===== src/rtl/seg_disp_pkg.sv =====
// Shared definitions for the multiplexed 7-segment display path.
//   NUM_DIGITS      number of scanned digits
//   SEG_BLANK_CODE  nibble the BCD_to_7seg decoder renders as all segments off
//   DIGIT_OFF       active-low digit strobe value with every digit disabled
//   digit_onehot_n  active-low one-hot strobe for a 2-bit digit index
package seg_disp_pkg;

    localparam int unsigned NUM_DIGITS     = 4;
    localparam logic [3:0]  SEG_BLANK_CODE = 4'hF;
    localparam logic [3:0]  DIGIT_OFF      = 4'b1111;

    function automatic logic [3:0] digit_onehot_n(input logic [1:0] idx);
        return ~(4'b0001 << idx);
    endfunction

endpackage


===== src/rtl/seg_refresh_tick.sv =====
// Free-running prescaler producing a one-cycle tick every DIV clocks.
//   clk    system clock, rising edge
//   rst_n  asynchronous active-low reset (count returns to 0)
//   tick   high for one cycle while the count equals DIV-1; first tick
//          occurs DIV cycles after reset release
module seg_refresh_tick #(
    parameter int unsigned DIV = 100000
) (
    input  logic clk,
    input  logic rst_n,
    output logic tick
);

    localparam int unsigned     CW   = (DIV > 1) ? $clog2(DIV) : 1;
    localparam logic [CW-1:0]   LAST = CW'(DIV - 1);

    logic [CW-1:0] count_q;
    logic [CW-1:0] count_d;

    always_comb begin
        tick    = (count_q == LAST);
        count_d = tick ? '0 : count_q + 1'b1;
    end

    always_ff @(posedge clk or negedge rst_n) begin
        if (!rst_n) begin
            count_q <= '0;
        end else begin
            count_q <= count_d;
        end
    end

endmodule


===== src/rtl/seg_scan_mux.sv =====
// Time-multiplexes a 4-digit packed BCD word onto a 4-digit display that is
// driven through BCD_to_7seg. One digit is presented per refresh tick.
//   clk, rst_n   clock (rising edge) and asynchronous active-low reset
//   load_valid   new display word offered
//   load_data    packed BCD, [3:0] = digit 0 ... [15:12] = digit 3
//   load_ready   shadow register free; word accepted on valid & ready
//   lz_en        runtime enable for leading-zero blanking
//   disp_en      0 = all digit strobes off from the next tick
//   bcd_out      nibble to decoder, 4'hF = blank
//   digit_sel    active-low digit strobe
//   frame_done   one-cycle pulse when digit 3 is presented
//   bcd_err      last accepted word held a nibble > 9
module seg_scan_mux
    import seg_disp_pkg::*;
#(
    parameter int unsigned REFRESH_DIV = 100000,
    parameter bit          LZ_BLANK    = 1'b1
) (
    input  logic        clk,
    input  logic        rst_n,
    input  logic        load_valid,
    input  logic [15:0] load_data,
    output logic        load_ready,
    input  logic        lz_en,
    input  logic        disp_en,
    output logic [3:0]  bcd_out,
    output logic [3:0]  digit_sel,
    output logic        frame_done,
    output logic        bcd_err
);

    logic tick;

    seg_refresh_tick #(
        .DIV (REFRESH_DIV)
    ) u_tick (
        .clk   (clk),
        .rst_n (rst_n),
        .tick  (tick)
    );

    logic [1:0]  idx_q,        idx_d;
    logic [15:0] shadow_q,     shadow_d;
    logic [15:0] display_q,    display_d;
    logic        pending_q,    pending_d;
    logic [3:0]  bcd_out_q,    bcd_out_d;
    logic [3:0]  digit_sel_q,  digit_sel_d;
    logic        frame_done_q, frame_done_d;
    logic        bcd_err_q,    bcd_err_d;

    logic [3:0]  blank_vec;
    logic        zeros_above;
    logic        load_bad;
    logic        accept;
    logic        boundary;
    logic [3:0]  cur_nib;

    // Per-digit blanking from the display register. Scan from digit 3 down so
    // zeros_above tracks "this digit and all higher digits are zero".
    always_comb begin
        blank_vec   = '0;
        zeros_above = 1'b1;
        for (int unsigned k = 0; k < NUM_DIGITS; k++) begin
            int unsigned i;
            logic [3:0]  nib;
            i           = NUM_DIGITS - 1 - k;
            nib         = display_q[4*i +: 4];
            zeros_above = zeros_above & (nib == 4'd0);
            blank_vec[i] = (nib > 4'd9)
                         | (LZ_BLANK & lz_en & (i != 0) & zeros_above);
        end
    end

    always_comb begin
        load_bad = 1'b0;
        for (int unsigned i = 0; i < NUM_DIGITS; i++) begin
            load_bad = load_bad | (load_data[4*i +: 4] > 4'd9);
        end
    end

    always_comb begin
        idx_d        = idx_q;
        shadow_d     = shadow_q;
        display_d    = display_q;
        pending_d    = pending_q;
        bcd_out_d    = bcd_out_q;
        digit_sel_d  = digit_sel_q;
        frame_done_d = 1'b0;
        bcd_err_d    = bcd_err_q;

        accept   = load_valid & ~pending_q;
        boundary = tick & (idx_q == 2'd3);
        cur_nib  = display_q[4*idx_q +: 4];

        if (tick) begin
            digit_sel_d  = disp_en ? digit_onehot_n(idx_q) : DIGIT_OFF;
            bcd_out_d    = blank_vec[idx_q] ? SEG_BLANK_CODE : cur_nib;
            idx_d        = idx_q + 1'b1;
            frame_done_d = boundary;
        end

        // Copy and accept are mutually exclusive (pending vs ~pending), so a
        // word accepted on a boundary waits in shadow for the next boundary.
        if (boundary && pending_q) begin
            display_d = shadow_q;
            pending_d = 1'b0;
        end

        if (accept) begin
            shadow_d  = load_data;
            pending_d = 1'b1;
            bcd_err_d = load_bad;
        end
    end

    always_ff @(posedge clk or negedge rst_n) begin
        if (!rst_n) begin
            idx_q        <= '0;
            shadow_q     <= '0;
            display_q    <= '0;
            pending_q    <= 1'b0;
            bcd_out_q    <= SEG_BLANK_CODE;
            digit_sel_q  <= DIGIT_OFF;
            frame_done_q <= 1'b0;
            bcd_err_q    <= 1'b0;
        end else begin
            idx_q        <= idx_d;
            shadow_q     <= shadow_d;
            display_q    <= display_d;
            pending_q    <= pending_d;
            bcd_out_q    <= bcd_out_d;
            digit_sel_q  <= digit_sel_d;
            frame_done_q <= frame_done_d;
            bcd_err_q    <= bcd_err_d;
        end
    end

    assign load_ready = ~pending_q;
    assign bcd_out    = bcd_out_q;
    assign digit_sel  = digit_sel_q;
    assign frame_done = frame_done_q;
    assign bcd_err    = bcd_err_q;

endmodule


===== config.mk =====
export PLATFORM = sky130hd
export DESIGN_NAME = seg_scan_mux
export DESIGN_NICKNAME = d
export VERILOG_FILES = /design/src/rtl/seg_disp_pkg.sv /design/src/rtl/seg_refresh_tick.sv /design/src/rtl/seg_scan_mux.sv
export SDC_FILE = /design/constraint.sdc
export NUM_CORES = 1
export LEC_CHECK = 0
export CORE_AREA = 4 4 98 100
export DETAILED_ROUTE_END_ITERATION = 16
export DIE_AREA = 0 0 102 104
export PLACE_DENSITY = 0.51
export RECOVER_POWER = 50
export SYNTH_ARGS = -nofsm -noshare
export SYNTH_HDL_FRONTEND = slang
export SYNTH_SLANG_ARGS = --single-unit

===== constraint.sdc =====
create_clock -name clk -period 2.45 [get_ports clk]
set_input_delay 0.3675 -clock clk [delete_from_list [all_inputs] [get_ports clk]]
set_output_delay 0.3675 -clock clk [all_outputs]
set_load 0.01 [all_outputs]

==> results.json <==
{
  "vias": 1792,
  "detail_route.vias_per_cell": 4.80,
  "finClkSkew_ns": 0.00927,
  "drv_slew": 0,
  "core_area_um2": 8680,
  "clockPowerShare": 0.395,
  "antenna_found_initial": 0,
  "p_switching_mw": 0.443,
  "grt_use_total": 0.115,
  "cts_tree": "yes",
  "pre_cts_ws_ns": 0.321,
  "clk_pin_slew_ns": 0.07,
  "setup_viol": 0,
  "synthArstFlopShare": 1.00,
  "cp_max_fo": 17,
  "drtIter0Drc": 76,
  "die_y_um": 104,
  "route.detailed.drc": 0,
  "period_share": 0.841,
  "rsz0062_at_grt": "no",
  "synth_ff_type": "dfrtp_1",
  "clock.fmax_mhz": 486,
  "drt-wirelength-per-cell_um": 14.6,
  "powerDensity_nw_per_um2": 547,
  "syn-cell-area_um2": 2900,
  "hpwl_um": 3970,
  "critPathMaxStageDelay_ns": 0.38,
  "nFillCells": 831,
  "synth_edf_count": 0,
  "yosysTopAreaCellShare": 0.467,
  "diodes": 0,
  "start_kind": "flop",
  "p_sw_frac": 0.232,
  "path_cells": "ha_1, and3_1, and3_1, and4_1, buf_12, mux2_2",
  "hold_ws_ns": 0.379,
  "place_congestion": 0.764,
  "synth_cell_type_count": 45,
  "nets": 286,
  "seqPwrFrac": 0.558,
  "ys_seq_area_frac": 0.539,
  "slew_headroom": 0.000716,
  "multiInputGateArea_um2": 1220,
  "crit_slowest_cell": "dfrtp_1",
  "tns_ns": 0,
  "die-area_um2": 10600,
  "hp-class": "input pin to async pin",
  "synth.area.top_cells": "dfrtp_1 47%, mux2_2 10%, dfstp_2 7.3%",
  "start_util": 0.334,
  "crit_path_end_kind": "flop",
  "internal_power_mw": 1.46,
  "yosysTopAreaCell": "dfrtp_1",
  "grt_max_degree": 38,
  "dr.pass1.iters": 4,
  "cts_buffer_depth": 2,
  "violations": "max-capacitance violations",
  "p_leak_nw": 1.57,
  "yosys_warnings": 0,
  "syn_inst": 220,
  "power_frac_comb": 0.047,
  "synth_nets": 246,
  "total_power_mw": 1.90,
  "seq_area_um2": 1560,
  "avgSynthCellArea_um2": 13.2,
  "port_buffers": 31,
  "maxCapViolCount": 1,
  "setup_ws_ns": 0.390,
  "cts_resized": 0,
  "worst_ep_arrival_time_ns": 2.28,
  "wirelength_um": 5440,
  "gr-total-overflow": 0,
  "postCtsSetupRepairBufs": 0,
  "final_util": 0.401,
  "finalCriticalPeriod_ns": 2.06,
  "status": "finished, violations left",
  "synthTopCellsByCount": "54 x dfrtp_1, 27 x mux2_2, 12 x nor2_1",
  "required_ns": 2.67,
  "irDropWorstVdd_v": 0.000328,
  "ant_nets": 0,
  "hold_viol": 0,
  "ys_ff_latch": 62,
  "critPathKind": "flop to flop",
  "core.rowCount": 34,
  "syn2layout_area_growth_pct": 20.3,
  "layout-drive-gt1-share": 0.275,
  "insertion_delay_ns": 0.34,
  "grt_pass1_wl_um": 9390,
  "crit_top_cell": "and3_1",
  "synthMostInstantiatedCell": "dfrtp_1",
  "cp_top_family": "simple AND/OR/NAND/NOR gates",
  "root_buffer": "clkbuf_8",
  "worstMarginPinSlew_ns": 1.50,
  "first_global_vias": 1815,
  "ioPinCount": 32,
  "die_w_um": 102,
  "clock_sinks": 62,
  "cts_buffers": 9,
  "cts_max_level": 3,
  "cp.buffers_inverters": 1,
  "cts_hold_buf": 0
}
==> through the flow <==
| step | instances | instance area (um^2) |
|---|---|---|
| 5_1_grt | 373 | 3480 |
| 2_1_floorplan | 220 | 2900 |
| 6_report | 373 | 3480 |
| 4_1_cts | 373 | 3490 |
| 3_3_place_gp | 357 | 3330 |
| 3_5_place_dp | 357 | 3330 |
==> path summary, 6_finish.rpt <==
path | to | from | slack, ns | depth (start not counted)
max in group asynchronous | idx_q[1] | rst_n | 1.19 | 1
min in group clk | u_tick.count_q[16] | u_tick.count_q[16] | 0.47 | 1
worst max-delay path | display_q[0] | u_tick.count_q[0] | 0.39 | 6
worst min-delay path | u_tick.count_q[12] | rst_n | 0.38 | 1
worst min register to register | u_tick.count_q[16] | u_tick.count_q[16] | 0.47 | 1
worst max register to register | display_q[0] | u_tick.count_q[0] | 0.39 | 6
==> power by group through the flow <==
stage / Combinational (mW) / Sequential (mW) / Clock (mW)
final: 0.0903 / 1.06 / 0.752
after global routing: 0.100 / 1.06 / 0.844
after CTS: 0.0945 / 1.06 / 0.790
after detailed placement: 0.0942 / 1.08 / 0
after global placement: 0.0925 / 1.08 / 0
after floorplan: 0.0261 / 1.08 / 0
==> per-layer routing <==
metal	wire length, um	GRT usage
met3	318	0.0409
met5	0	0
met1	2580	0.157
met4	97	0.0478
met2	2440	0.163
==> area by class of cell <==
type,count,share of cell area
clock buffers,9,0.0356
well taps,108,0.0388
inverters,10,0.0108
flip-flops and latches,62,0.448
multi-input cells,141,0.351
clock inverters,7,0.0119
repair buffers,36,0.104
==> flip-flops by register name (all words and copies together) (netlist names) <==
| name | count |
|---|---|
| idx_q | 2 |
| shadow_q | 16 |
| bcd_err | 1 |
| digit_sel | 4 |
| bcd_out | 4 |
| u_tick.count_q | 17 |
| frame_done | 1 |
| display_q | 16 |
| pending_q | 1 |
==> layout by cell type (no fill, tap or decap), drive strengths merged, types with 3 or more instances in the layout <==
cell type / instances
xor2: 11
ha: 5
clkinv: 6
nor2: 13
nand3: 7
and2: 3
and3: 8
xnor2: 3
nand2: 8
a21oi: 5
nand4: 3
mux4: 4
a31oi: 4
o21ai: 7
dfrtp: 54
clkdlybuf4s50: 30
inv: 10
mux2: 36
clkbuf: 11
dfstp: 8
buf: 4
==> cells by family (layout without fill, tap and decap cells) <==
kind of cell | Yosys count | in the layout | synth area share
adder cells (fa/ha/maj) | 5 | 5 | 0.0216
AND/OR/NAND/NOR | 57 | 57 | 0.115
buffers and inverters | 17 | 62 | 0.0376
flip-flops | 62 | 62 | 0.539
AO/OA/AOI/OAI | 24 | 24 | 0.0536
XOR/XNOR | 14 | 14 | 0.0423
multiplexers | 41 | 41 | 0.190
No activity file was read; power rests on OpenSTA's default activity.
